===== src/rtl/pwm_demod.sv =====
// Duty-cycle recovery for the 8-bit bit-reversed PWM link: counts high samples over 256-cycle windows.
// Optional macro PWM_DEMOD_SYNC_EN adds a two-flop input synchronizer for asynchronous inputs.
module pwm_demod #(
  parameter int LOCK_COUNT = 2
) (
  input  logic       clk_in,
  input  logic       rst_n_in,
  input  logic       clr_in,
  input  logic       sig_in,
  output logic [7:0] dc_out,
  output logic       valid_out,
  output logic       locked_out,
  output logic       changed_out,
  output logic       sat_out
);

  typedef enum logic [1:0] {ACQUIRE, TRACK, LOCKED} lockState_e;

  localparam logic [3:0] LockTarget = 4'(LOCK_COUNT);

  logic       sample;
  logic [7:0] win_cnt_q;
  logic [8:0] hi_cnt_q;
  logic [8:0] total;
  logic [7:0] result;
  logic       win_end;
  logic       result_evt;
  logic       same_result;

  logic [7:0] dc_q;
  logic       sat_q;
  logic       valid_q;

  lockState_e state_q, state_d;
  logic [3:0] match_q, match_d;
  logic [7:0] prev_q, prev_d;
  logic       changed_q, changed_d;

`ifdef PWM_DEMOD_SYNC_EN
  logic sync1_q, sync2_q;

  always_ff @(posedge clk_in or negedge rst_n_in) begin
    if (!rst_n_in) begin
      sync1_q <= 1'b0;
      sync2_q <= 1'b0;
    end else begin
      sync1_q <= sig_in;
      sync2_q <= sync1_q;
    end
  end

  assign sample = sync2_q;
`else
  assign sample = sig_in;
`endif

  // total reaches 256 only when every sample of the window was high
  assign win_end     = (win_cnt_q == 8'hFF);
  assign total       = hi_cnt_q + {8'd0, sample};
  assign result      = total[8] ? 8'hFF : total[7:0];
  assign result_evt  = win_end & ~clr_in;
  assign same_result = (result == prev_q);

  always_ff @(posedge clk_in or negedge rst_n_in) begin
    if (!rst_n_in) begin
      win_cnt_q <= '0;
      hi_cnt_q  <= '0;
    end else if (clr_in) begin
      win_cnt_q <= '0;
      hi_cnt_q  <= '0;
    end else begin
      win_cnt_q <= win_cnt_q + 8'd1;
      hi_cnt_q  <= win_end ? 9'd0 : total;
    end
  end

  always_ff @(posedge clk_in or negedge rst_n_in) begin
    if (!rst_n_in) begin
      dc_q    <= '0;
      sat_q   <= 1'b0;
      valid_q <= 1'b0;
    end else begin
      valid_q <= result_evt;
      if (result_evt) begin
        dc_q  <= result;
        sat_q <= total[8];
      end
    end
  end

  always_ff @(posedge clk_in or negedge rst_n_in) begin
    if (!rst_n_in) begin
      state_q   <= ACQUIRE;
      match_q   <= '0;
      prev_q    <= '0;
      changed_q <= 1'b0;
    end else begin
      state_q   <= state_d;
      match_q   <= match_d;
      prev_q    <= prev_d;
      changed_q <= changed_d;
    end
  end

  always_comb begin
    state_d = state_q;
    if (clr_in) begin
      state_d = ACQUIRE;
    end else if (win_end) begin
      case (state_q)
        ACQUIRE: state_d = TRACK;
        TRACK:   if (same_result && ((match_q + 4'd1) == LockTarget)) state_d = LOCKED;
        LOCKED:  if (!same_result) state_d = TRACK;
        default: state_d = ACQUIRE;
      endcase
    end
  end

  always_comb begin
    match_d   = match_q;
    prev_d    = prev_q;
    changed_d = 1'b0;
    if (clr_in) begin
      match_d = '0;
    end else if (win_end) begin
      prev_d = result;
      case (state_q)
        ACQUIRE: match_d = 4'd1;
        TRACK:   match_d = same_result ? (match_q + 4'd1) : 4'd1;
        LOCKED: begin
          if (!same_result) begin
            changed_d = 1'b1;
            match_d   = 4'd1;
          end
        end
        default: match_d = '0;
      endcase
    end
  end

  assign dc_out      = dc_q;
  assign sat_out     = sat_q;
  assign valid_out   = valid_q;
  assign changed_out = changed_q;
  assign locked_out  = (state_q == LOCKED);

endmodule


===== config.mk =====
export PLATFORM = sky130hd
export DESIGN_NAME = pwm_demod
export DESIGN_NICKNAME = d
export VERILOG_FILES = /design/src/rtl/pwm_demod.sv
export SDC_FILE = /design/constraint.sdc
export NUM_CORES = 1
export LEC_CHECK = 0
export ABC_AREA = 1
export BUFFER_PORTS_ARGS = -buffer_cell sky130_fd_sc_hd__buf_2
export CORE_UTILIZATION = 44
export CTS_BUF_LIST = sky130_fd_sc_hd__clkbuf_16
export DETAILED_ROUTE_END_ITERATION = 12
export PLACE_DENSITY = 0.73
export SYNTH_ARGS = -nofsm -noshare
export SYNTH_HDL_FRONTEND = slang
export SYNTH_SLANG_ARGS = --single-unit

===== constraint.sdc =====
create_clock -name clk_in -period 2.8 [get_ports clk_in]
set_input_delay 0.84 -clock clk_in [delete_from_list [all_inputs] [get_ports clk_in]]
set_output_delay 0.84 -clock clk_in [all_outputs]
set_load 0.005 [all_outputs]

# --- Word-level counts from Yosys, hierarchy flattened ---
# Cells that the tools add are included.
totals:
  register_bits: 42
  inputBits: 4
  output_inout_bits: 12
  wordCells: 45
op_classes:
  addsub: 3
  eq_ne: 7
  mux: 18
  bitwise_logic: 2
  n_reduce_logical: 6
ops:
  columns: ["cell", "count"]
  rows:
  - ["$mux 9", 2]
  - ["$mux 4", 4]
  - ["$mux 8", 2]
  - ["$pmux 4 s3", 1]
  - ["$add 9x1->9", 1]
  - ["$add 8x1->8 const B", 1]
  - ["$eq 8x8->1", 1]
  - ["$eq 8x8->1 const B", 1]
  - ["$mux 2", 4]
  - ["$ne 3x3->1 const B", 2]
  - ["$pmux 2 s3", 1]
  - ["$add 4x1->4 const B", 1]
  - ["$eq 4x2->1 const B", 1]
  - ["$mux 1", 4]
  - ["$reduce_and 2->1", 2]
  - ["$reduce_and 3->1", 1]
  - ["$eq 2x1->1 const B", 1]
  - ["$eq 2x2->1 const B", 1]
  - ["$logic_not 2->1", 1]
  - ["$reduce_bool 2->1", 1]
  - ["$and 1x1->1", 1]
  - ["$logic_and 1x1->1", 1]
  - ["$not 1->1", 1]

# --- Logic depth before layout (Yosys ltp) ---
# Gate-level depths: netlist (run 1).
depth:
  depth_word: 8
  ltp_mapped: 19
  depth_no_buf: 19

# --- Worst setup path after synthesis (run 1) ---
# OpenSTA, ideal clock, no wires.
synth_path:
  path_type: "input -> register"
  startpoint: "in sig_in"
  endpoint: "reg state_q[1]"
  setup_ns: 0.116
  arrival_ns: 2.423
  required_ns: 2.684
  slack_ns: 0.261
  path_stages: 16
  n_path_buf: 1
  cell_sequence: "ha_1 ha_1 nand2_2 nor2_4 nand3_2 nand2_4 buf_6 nand3_1 nand2_1 nand2_2 nor2_4 nand3_2 nand2_4 inv_2 nand3_1 nand2_1"
synth_via:
  elab_chain_len: 6
  elab_cells_between_ends: 7
  classes_between: "1 x add/sub; 3 x eq/ne; 1 x mux; 2 x reduce/logical"
synth_rtl:
  columns: ["item", "line", "rtl"]
  rows:
  - ["from (decl)", "9", "input logic sig_in,"]
  - ["$add 9x1->9 (*)", "59", "assign total = hi_cnt_q + {8'd0, sample};"]
  - ["$mux 8 (*)", "60", "assign result = total[8] ? 8'hFF : total[7:0];"]
  - ["$eq 8x8->1 (*)", "62", "assign same_result = (result == prev_q);"]
  - ["$logic_and 1x1->1", "112", "TRACK: if (same_result && ((match_q + 4'd1) == LockTarget)) state_d = LOCKED;"]
  - ["$ne 3x3->1 (no line)", null, null]
  - ["$reduce_and 3->1 (no line) (*)", null, null]
  - ["to (signal assigned)", "98", "state_q <= state_d;"]
  - ["to (decl)", "34", "lockState_e state_q, state_d;"]
# Mark *: on every way between the ends. The rest lies on a longest branch, timed or not.
# A chain may end at the register's enable or synchronous reset.

# --- Worst setup path in the final report (run 1) ---
layout_path:
  startpoint: "in sig_in"
  endpoint: "reg match_q[3]"
layout_via:
  elab_chain_len: 7
  elab_cells_between_ends: 9
  classes_between: "1 x add/sub; 2 x eq/ne; 5 x mux; 1 x reduce/logical"
layout_rtl:
  columns: ["item", "line", "rtl"]
  rows:
  - ["$add 9x1->9 (*)", "59", null]
  - ["$mux 8 (*)", "60", null]
  - ["$eq 8x8->1 (*)", "62", null]
  - ["$mux 4", "129", "TRACK: match_d = same_result ? (match_q + 4'd1) : 4'd1;"]
  - ["$pmux 4 s3", "127", "case (state_q)"]
  - ["$mux 4", "125", "end else if (win_end) begin"]
  - ["$mux 4", "123", "if (clr_in) begin"]
  - ["to (signal assigned)", "99", "match_q <= match_d;"]
  - ["to (decl)", "35", "logic [3:0] match_q, match_d;"]
# Mark *: on every way between the ends. The rest lies on a longest branch, timed or not. The select of a mux whose other input is x is not followed.

==> impl_metrics.toml, run 1 <==
[setup_path]
rrSetupSlack_ps = 590
path_buf_inv = 2
path_class = "in -> reg"
worstSetupEndpointType = "flop"
crit_end = "match_q[3]$_DFFE_PN0P_"
path_cells = "buf_2 > ha_1 > ha_2 > nand2_2 > nor2_4 > nand3_2 > nand2_4 > nand2_1 > nand2_1 > nand2_1 > inv_1 > nand2_1 > nor2_4 > nand2_1 > nor2_2 > nand2_1 > o21ai_1"
startpoint = "sig_in"
cpPeakStageDelay_ps = 220
critPathMaxFanout = 17
critPathTopFamily = "simple AND/OR/NAND/NOR gates"
worst_r2r_endpoint = "match_q[3]$_DFFE_PN0P_"
required_ps = 3000
critical_path.startpoint_type = "primary input"
reg2reg_from = "hi_cnt_q[0]$_DFF_PN0_"
crit_arrival_ps = 2730
crit_top_cell = "nand2_1"
crit_cells = 17
r2r_cells = 16
slowest_stage = "ha_2"

[routing]
wire_per_inst_microns = 11.1
drc = 0
ant_nets = 0
drt_pre_antenna_iters = 4
drtIter0Drc = 58
wl_mm = 3.45
via_per_inst = 4.79
route.vias.total = 1485

[clock_network]
max-clock-path-buffers = 2
cts.clk_slew.worst_paths_ps = 50
post_cts_resized = 0
numCtsBuffers = 5
cts_tree = "built"
worstSkewPairLatency_ps = 280
cts_root_buffer = "clkbuf_16"
postCtsSetupRepairBufs = 0
clock-sinks = 34
cts.htree.levels = 2
cts_hold_buf = 0

[hold_path]
hp-class = "reg -> reg"

[grt]
grt_pass1_vias = 1405
antenna_found_initial = 0
met1_usage_pct = 22.1
grt_pass1_wl_mm = 6.04
grt_max_degree = 35
grtUsageMet3_pct = 4.97
grt_use_met2_pct = 31.9
grt-busiest-layer = "met2"
grt_util_all_layers_pct = 18.9
grt_overflow = 0

[synth]
synth-seq-cells = 34
yosysWarnings = 0
synth.net_count = 247
ys_types = 23
syn_inst = 238
netlist_area_sq_mm = 0.00183
syn_avg_cell_area_sq_um = 7.70
synth_seq_area_share_pct = 46.4

[timing]
worst-slew-pin-transition_ps = 739
setup_violations = 0
hold_violations = 0
slew_headroom_pct = 50.7
hold_slack_ps = 464
min_period_ps = 2520
max_freq_mhz = 396
fin_worst_skew_ps = 4.04
grt_setup_unrepaired = "false"
slew_violations = 0
finalCritPeriodShare_pct = 90.1
setup_tns_ps = 0

[cells_and_area]
n_antenna_cell = 0
nets = 268
final_cell_count_no_fill = 310
area_delta_synth_final_pct = 16.2
drive_gt1_share_pct = 16.2
finish.instance_area_sq_mm = 0.00213

[placement]
dp_hpwl_mm = 2.54
place_area_sq_mm = 0.00196
placed_cells = 302
finalWeightedCongestion = 0.813
io_buffers = 15

[job]
cap_violations = 0

[floorplanning]
die_w_microns = 66.5
ios = 16
rows = 23
start_util_pct = 45.8
die_area_sq_mm = 0.00443
die_h_microns = 66.5
fp.coreArea_sq_mm = 0.00400

[power_and_ir_drop]
total_power_mw = 1.20
powerDensity_mw_per_mm2 = 562
leakage_nw = 1.10
ir_worst_vdd_mv = 0.406

[outcome]
outcome = "finished, final reports clean"
-- final cells by class --
class | count | area (sq um)
clock buffer | 5 | 125
clock inverter | 3 | 40.0
fill | 385 | 1870
inverter | 33 | 124
multi-input combinational | 169 | 846
sequential | 34 | 851
tap | 50 | 62.6
timing repair buffer | 16 | 82.6
-- cells by family after synthesis --
logic type | synth area share [%]
AOI/OAI and AO/OA | 6.28
DFF | 46.4
xor gates and xnor gates | 1.91
buffers and inverters | 7.58
and+or+nand+nor | 34.4
adders and majority gates | 3.41
-- stage by stage --
stage	setup WS (ps)	util, %
2_1_floorplan	261	-
3_3_place_gp	65.5	49.1
5_1_grt	6.19	53.3
6_report	278	53.3
3_5_place_dp	-7.64	49.1
4_1_cts	254	53.2
-- per-layer routing --
metal / wire length, microns / part of all wire (%)
met1: 1600 / 46
met2: 1680 / 49
met3: 109 / 3.2
met4: 57 / 1.7
met5: 0 / 0
-- layout by cell type, fill, tap and decap left out --
cell type / synthesis / layout
ha_1: 5 / 4
inv_1: 30 / 30
buf_2: 0 / 15
nor2_1: 23 / 23
o21bai_1: 2 / 2
clkbuf_16: 0 / 5
xnor2_1: 4 / 4
o21ai_0: 12 / 12
bufinv_16: 0 / 1
nand2_2: 5 / 5
a21oi_1: 5 / 5
dfrtp_1: 34 / 34
ha_2: 0 / 1
nor3_1: 2 / 2
nor2_4: 4 / 4
nand2_4: 2 / 2
inv_2: 2 / 2
nand3b_1: 1 / 1
nand4_1: 2 / 2
o21ai_1: 3 / 3
nand3_2: 3 / 3
nor2_2: 1 / 1
clkinv_2: 0 / 2
nand2_1: 77 / 77
buf_4: 0 / 1
clkinv_1: 1 / 1
nand3_1: 18 / 18
-- cells in the mapped netlist, drive strengths merged --
| cell type | count | area [sq um] |
|---|---|---|
| ha | 5 | 62.6 |
| nor3 | 2 | 10.0 |
| o21ai | 15 | 75.1 |
| dfrtp | 34 | 851 |
| clkbuf | 1 | 3.75 |
| clkinv | 1 | 3.75 |
| a21oi | 5 | 25.0 |
| nand3b | 1 | 7.51 |
| buf | 1 | 11.3 |
| xnor2 | 4 | 35.0 |
| inv | 32 | 120 |
| nand2 | 84 | 343 |
| o21bai | 2 | 15.0 |
| nand3 | 21 | 120 |
| nor2 | 28 | 138 |
| nand4 | 2 | 12.5 |
-- how the worst min path moves through the flow --
stage / slack [ps] / end / depth (start not counted) / startpoint
5_1_grt: 480 / win_cnt_q[0]$_DFF_PN0_ / 1 / win_cnt_q[0]$_DFF_PN0_
4_1_cts: 470 / win_cnt_q[0]$_DFF_PN0_ / 1 / win_cnt_q[0]$_DFF_PN0_
3_5_place_dp: 460 / win_cnt_q[0]$_DFF_PN0_ / 1 / win_cnt_q[0]$_DFF_PN0_
6_report: 460 / win_cnt_q[0]$_DFF_PN0_ / 1 / win_cnt_q[0]$_DFF_PN0_
3_3_place_gp: 450 / win_cnt_q[0]$_DFF_PN0_ / 1 / win_cnt_q[0]$_DFF_PN0_
2_1_floorplan: 420 / win_cnt_q[0]$_DFF_PN0_ / 1 / win_cnt_q[0]$_DFF_PN0_
-- sequential cells by signal, summed over array words and instances (netlist names) --
name,count
changed_out,1
dc_out,8
hi_cnt_q,9
match_q,4
sat_out,1
state_q,2
valid_out,1
win_cnt_q,8
-- where the power goes --
| group | total [mW] | internal [mW] | switching (mW) |
|---|---|---|---|
| clock | 0.612 | 0.416 | 0.196 |
| combinational | 0.0699 | 0.0236 | 0.0464 |
| sequential | 0.515 | 0.505 | 0.00975 |
No activity file was read; power rests on OpenSTA's default activity.
==> run 2: changes to the inputs <==
PLACE_DENSITY = 0.64   (was 0.73)
==> impl_metrics.toml, run 2 (same netlist as run 1, synthesis figures left out) <==
[setup_path]
r2r_cells = 17
cpPeakStageDelay_ps = 230
critical_path.startpoint_type = "primary input"
critPathMaxFanout = 17
path_class = "in -> reg"
crit_arrival_ps = 2680
slowest_stage = "ha_1"
worstSetupEndpointType = "flop"
path_cells = "buf_2 > ha_1 > ha_1 > nand2_2 > nor2_4 > nand2_2 > nand2_2 > nand2_4 > nand2_1 > nand2_1 > nand2_1 > nand2_2 > nor2_4 > nand3_2 > nand2_4 > inv_2 > nand3_1 > nand2_1"
required_ps = 2960

[clock_network]
postCtsSetupRepairBufs = 0
cts.htree.levels = 2
cts_hold_buf = 0
max-clock-path-buffers = 2
worstSkewPairLatency_ps = 280
clock-sinks = 34
post_cts_resized = 0
cts_root_buffer = "clkbuf_16"
cts_tree = "built"
numCtsBuffers = 5
cts.clk_slew.worst_paths_ps = 50

[cells_and_area]
finalCoreUtilization_pct = 52.7
top_register = "hi_cnt_q"
layout_commonest_cell = "nand2_1"
finish.instance_area_sq_mm = 0.00211
final_cell_count_no_fill = 311
final_cell_mix = "nand2_1, dfrtp_1, inv_1"
fill_cells = 413
multi_input_area_sq_um = 843
ff_latch_area_sq_um = 851
area_delta_synth_final_pct = 15.0
nets = 269
largest_reg_flops = 9
drive_gt1_share_pct = 15.3
n_antenna_cell = 0

[timing]
max_freq_mhz = 397
grt_setup_unrepaired = "false"
slew_headroom_pct = 50.7
hold_violations = 0
min_period_ps = 2520
fin_worst_skew_ps = 7.03
setup_violations = 0
worst-slew-pin-transition_ps = 739
slew_violations = 0
hold_slack_ps = 468
finalCritPeriodShare_pct = 89.9

[hold_path]
hold_path_depth = 1
hp-class = "reg -> reg"

[power_and_ir_drop]
powerDensity_mw_per_mm2 = 516
leakage_nw = 1.10
ir_worst_vdd_mv = 0.372

[routing]
drtIter0Drc = 44
drc = 0
wire_per_inst_microns = 10.4
via_per_inst = 4.75
ant_nets = 0
drt_pre_antenna_iters = 4
wl_mm = 3.23
route.vias.total = 1476

[grt]
antenna_found_initial = 0
grt_pass1_wl_mm = 5.68
grt_max_degree = 35
grt_overflow = 0
grt_pass1_vias = 1357
grt_util_all_layers_pct = 17.5

[placement]
dp_hpwl_mm = 2.43
placed_cells = 303
place_area_sq_mm = 0.00197
finalWeightedCongestion = 0.811
io_buffers = 15

[floorplanning]
die_w_microns = 66.5
die_area_sq_mm = 0.00443
ios = 16
rows = 23
fp.coreArea_sq_mm = 0.00400
die_h_microns = 66.5
start_util_pct = 45.8

[job]
cap_violations = 0

[outcome]
outcome = "finished, final reports clean"
==> run 2: critical path: cells and delay by family <==
| family | cells | cell delay, ps |
|---|---|---|
| simple gates | 14 | 1280 |
| fa+ha+maj | 2 | 410 |
| buf+inv | 2 | 130 |
==> run 2: power by group <==
| group | switching (mW) | internal [mW] | leakage (nW) | total [mW] |
|---|---|---|---|---|
| clock | 0.185 | 0.320 | 0.0724 | 0.505 |
| combinational | 0.0453 | 0.0233 | 0.582 | 0.0686 |
| sequential | 0.00957 | 0.505 | 0.441 | 0.515 |
==> run 2: final timing paths <==
check | slack [ps] | startpoint | endpoint
max | 280 | sig_in | state_q[1]$_DFFE_PN0P_
min | 470 | win_cnt_q[0]$_DFF_PN0_ | win_cnt_q[0]$_DFF_PN0_
max reg2reg | 610 | hi_cnt_q[0]$_DFF_PN0_ | state_q[1]$_DFFE_PN0P_
min reg2reg | 470 | win_cnt_q[0]$_DFF_PN0_ | win_cnt_q[0]$_DFF_PN0_
max in group asynchronous | 1700 | rst_n_in | dc_out[6]$_DFFE_PN0P_
min in group asynchronous | 630 | rst_n_in | win_cnt_q[3]$_DFF_PN0_
==> run 2: area by class of cell <==
class / count / share of cell area [%]
clock inverter: 3 / 0.593
clock buffer: 5 / 5.93
timing repair buffer: 17 / 4.27
tap: 50 / 2.97
sequential: 34 / 40.4
inverter: 33 / 5.88
multi-input combinational: 169 / 40.0
==> run 2: metal layers <==
layer  vias to the layer above  routed length, microns  track usage (%)
met1                       677                    1560             21.5
li1                        781                       -                -
met5                         -                       0                0
met4                         0                      57             7.18
met2                        10                    1540             28.8
met3                         8                      74             4.62
==> run 2: stage by stage <==
| stage | worst slack (ps) | setup TNS, ps | total power [mW] |
|---|---|---|---|
| after floorplan | 261 | 0 | 0.563 |
| after global placement | 22.2 | 0 | 0.592 |
| after detailed placement | -16.7 | -18.5 | 0.594 |
| after CTS | 266 | 0 | 1.11 |
| after global routing | 20.8 | 0 | 1.14 |
| final | 283 | 0 | 1.09 |
==> run 3: changes to the inputs <==
CTS_BUF_LIST = sky130_fd_sc_hd__clkbuf_8   (was sky130_fd_sc_hd__clkbuf_16)
==> impl_metrics.toml, run 3 (same netlist as run 1, synthesis figures left out) <==
[cells_and_area]
drive_gt1_share_pct = 15.7
ff_latch_area_sq_um = 851
top_register = "hi_cnt_q"
finalCoreUtilization_pct = 51.5
nets = 269
n_antenna_cell = 0
layout_commonest_cell = "nand2_1"
final_cell_count_no_fill = 311
final_cell_mix = "nand2_1, dfrtp_1, inv_1"
area_delta_synth_final_pct = 12.5
largest_reg_flops = 9
multi_input_area_sq_um = 843
finish.instance_area_sq_mm = 0.00206
fill_cells = 418

[floorplanning]
start_util_pct = 45.8
die_area_sq_mm = 0.00443
fp.coreArea_sq_mm = 0.00400
die_h_microns = 66.5
ios = 16
rows = 23
die_w_microns = 66.5

[clock_network]
post_cts_resized = 0
worstSkewPairLatency_ps = 290
numCtsBuffers = 5
cts.htree.levels = 2
clock-sinks = 34
postCtsSetupRepairBufs = 0
cts_hold_buf = 0
max-clock-path-buffers = 2
cts.clk_slew.worst_paths_ps = 60
cts_tree = "built"
cts_root_buffer = "clkbuf_8"

[grt]
grt_pass1_wl_mm = 5.71
grt_util_all_layers_pct = 17.6
grt_max_degree = 35
grt_pass1_vias = 1363
antenna_found_initial = 0
grt_overflow = 0

[setup_path]
path_class = "in -> reg"
required_ps = 2980
reg2reg_from = "hi_cnt_q[0]$_DFF_PN0_"
critPathMaxFanout = 17
r2r_cells = 17
crit_end = "state_q[1]$_DFFE_PN0P_"
worst_r2r_endpoint = "state_q[1]$_DFFE_PN0P_"
rrSetupSlack_ps = 610
worstSetupEndpointType = "flop"
critical_path.startpoint_type = "primary input"
crit_arrival_ps = 2670
startpoint = "sig_in"

[timing]
grt_setup_unrepaired = "false"
max_freq_mhz = 401
slew_headroom_pct = 50.7
hold_violations = 0
min_period_ps = 2490
worst-slew-pin-transition_ps = 739
setup_violations = 0
fin_worst_skew_ps = 9.19
finalCritPeriodShare_pct = 89.0
slew_violations = 0

[routing]
drtIter0Drc = 40
via_per_inst = 4.80
drc = 0
wl_mm = 3.24
ant_nets = 0
wire_per_inst_microns = 10.4
drt_pre_antenna_iters = 4
route.vias.total = 1494

[outcome]
outcome = "finished, final reports clean"

[placement]
io_buffers = 15
finalWeightedCongestion = 0.811
placed_cells = 303
dp_hpwl_mm = 2.43
place_area_sq_mm = 0.00197

[power_and_ir_drop]
powerDensity_mw_per_mm2 = 460
leakage_nw = 1.08
ir_worst_vdd_mv = 0.310
total_power_mw = 0.948

[job]
cap_violations = 0

[hold_path]
hp-class = "reg -> reg"
hold_path_depth = 1
## run 3: changes by cell type in the layout (fill, tap and decap cells not counted), sizes merged
cell	before	now
clkbuf	5	6
clkinv	3	2
## run 3: per-stage QoR
step           setup TNS [ps]  hold WS, ps  setup WS, ps
2_1_floorplan               0          422           261
3_3_place_gp                0          446          22.2
3_5_place_dp            -18.5          467         -16.7
4_1_cts                     0          477           287
5_1_grt                     0          485          43.6
6_report                    0          470           307
## run 3: routing by layer
metal,track usage [%],routed length [microns]
met5,0,0
met4,7.18,61
met3,5.14,109
met2,28.7,1520
met1,21.7,1550
## run 3: how the worst min path moves through the flow
stage / startpoint / to / slack, ps
2_1_floorplan: win_cnt_q[0]$_DFF_PN0_ / win_cnt_q[0]$_DFF_PN0_ / 420
3_3_place_gp: win_cnt_q[0]$_DFF_PN0_ / win_cnt_q[0]$_DFF_PN0_ / 450
3_5_place_dp: win_cnt_q[0]$_DFF_PN0_ / win_cnt_q[0]$_DFF_PN0_ / 470
4_1_cts: win_cnt_q[0]$_DFF_PN0_ / win_cnt_q[0]$_DFF_PN0_ / 480
5_1_grt: win_cnt_q[0]$_DFF_PN0_ / win_cnt_q[0]$_DFF_PN0_ / 490
6_report: win_cnt_q[0]$_DFF_PN0_ / win_cnt_q[0]$_DFF_PN0_ / 470
## run 3: cell type report
type | count | area share [%]
flip-flops and latches | 34 | 41.3
multi-input cells | 169 | 40.9
inverters | 33 | 6.01
repair buffers | 17 | 4.37
clock buffers | 6 | 4.00
well taps | 50 | 3.03
clock inverters | 2 | 0.425
## run 3: worst max-delay path, cell delays in order
cell,delay (ps)
buf_2,80
ha_1,180
ha_1,230
nand2_2,80
nor2_4,130
nand2_2,80
nand2_2,70
nand2_4,120
nand2_1,110
nand2_1,50
nand2_1,60
nand2_1,90
nor2_4,150
nand3_2,110
nand2_4,120
inv_2,50
nand3_1,60
nand2_1,50
## run 3: power breakdown
part | internal, mW | switching [mW]
combinational | 0.0233 | 0.0458
clock | 0.194 | 0.170
sequential | 0.504 | 0.00966
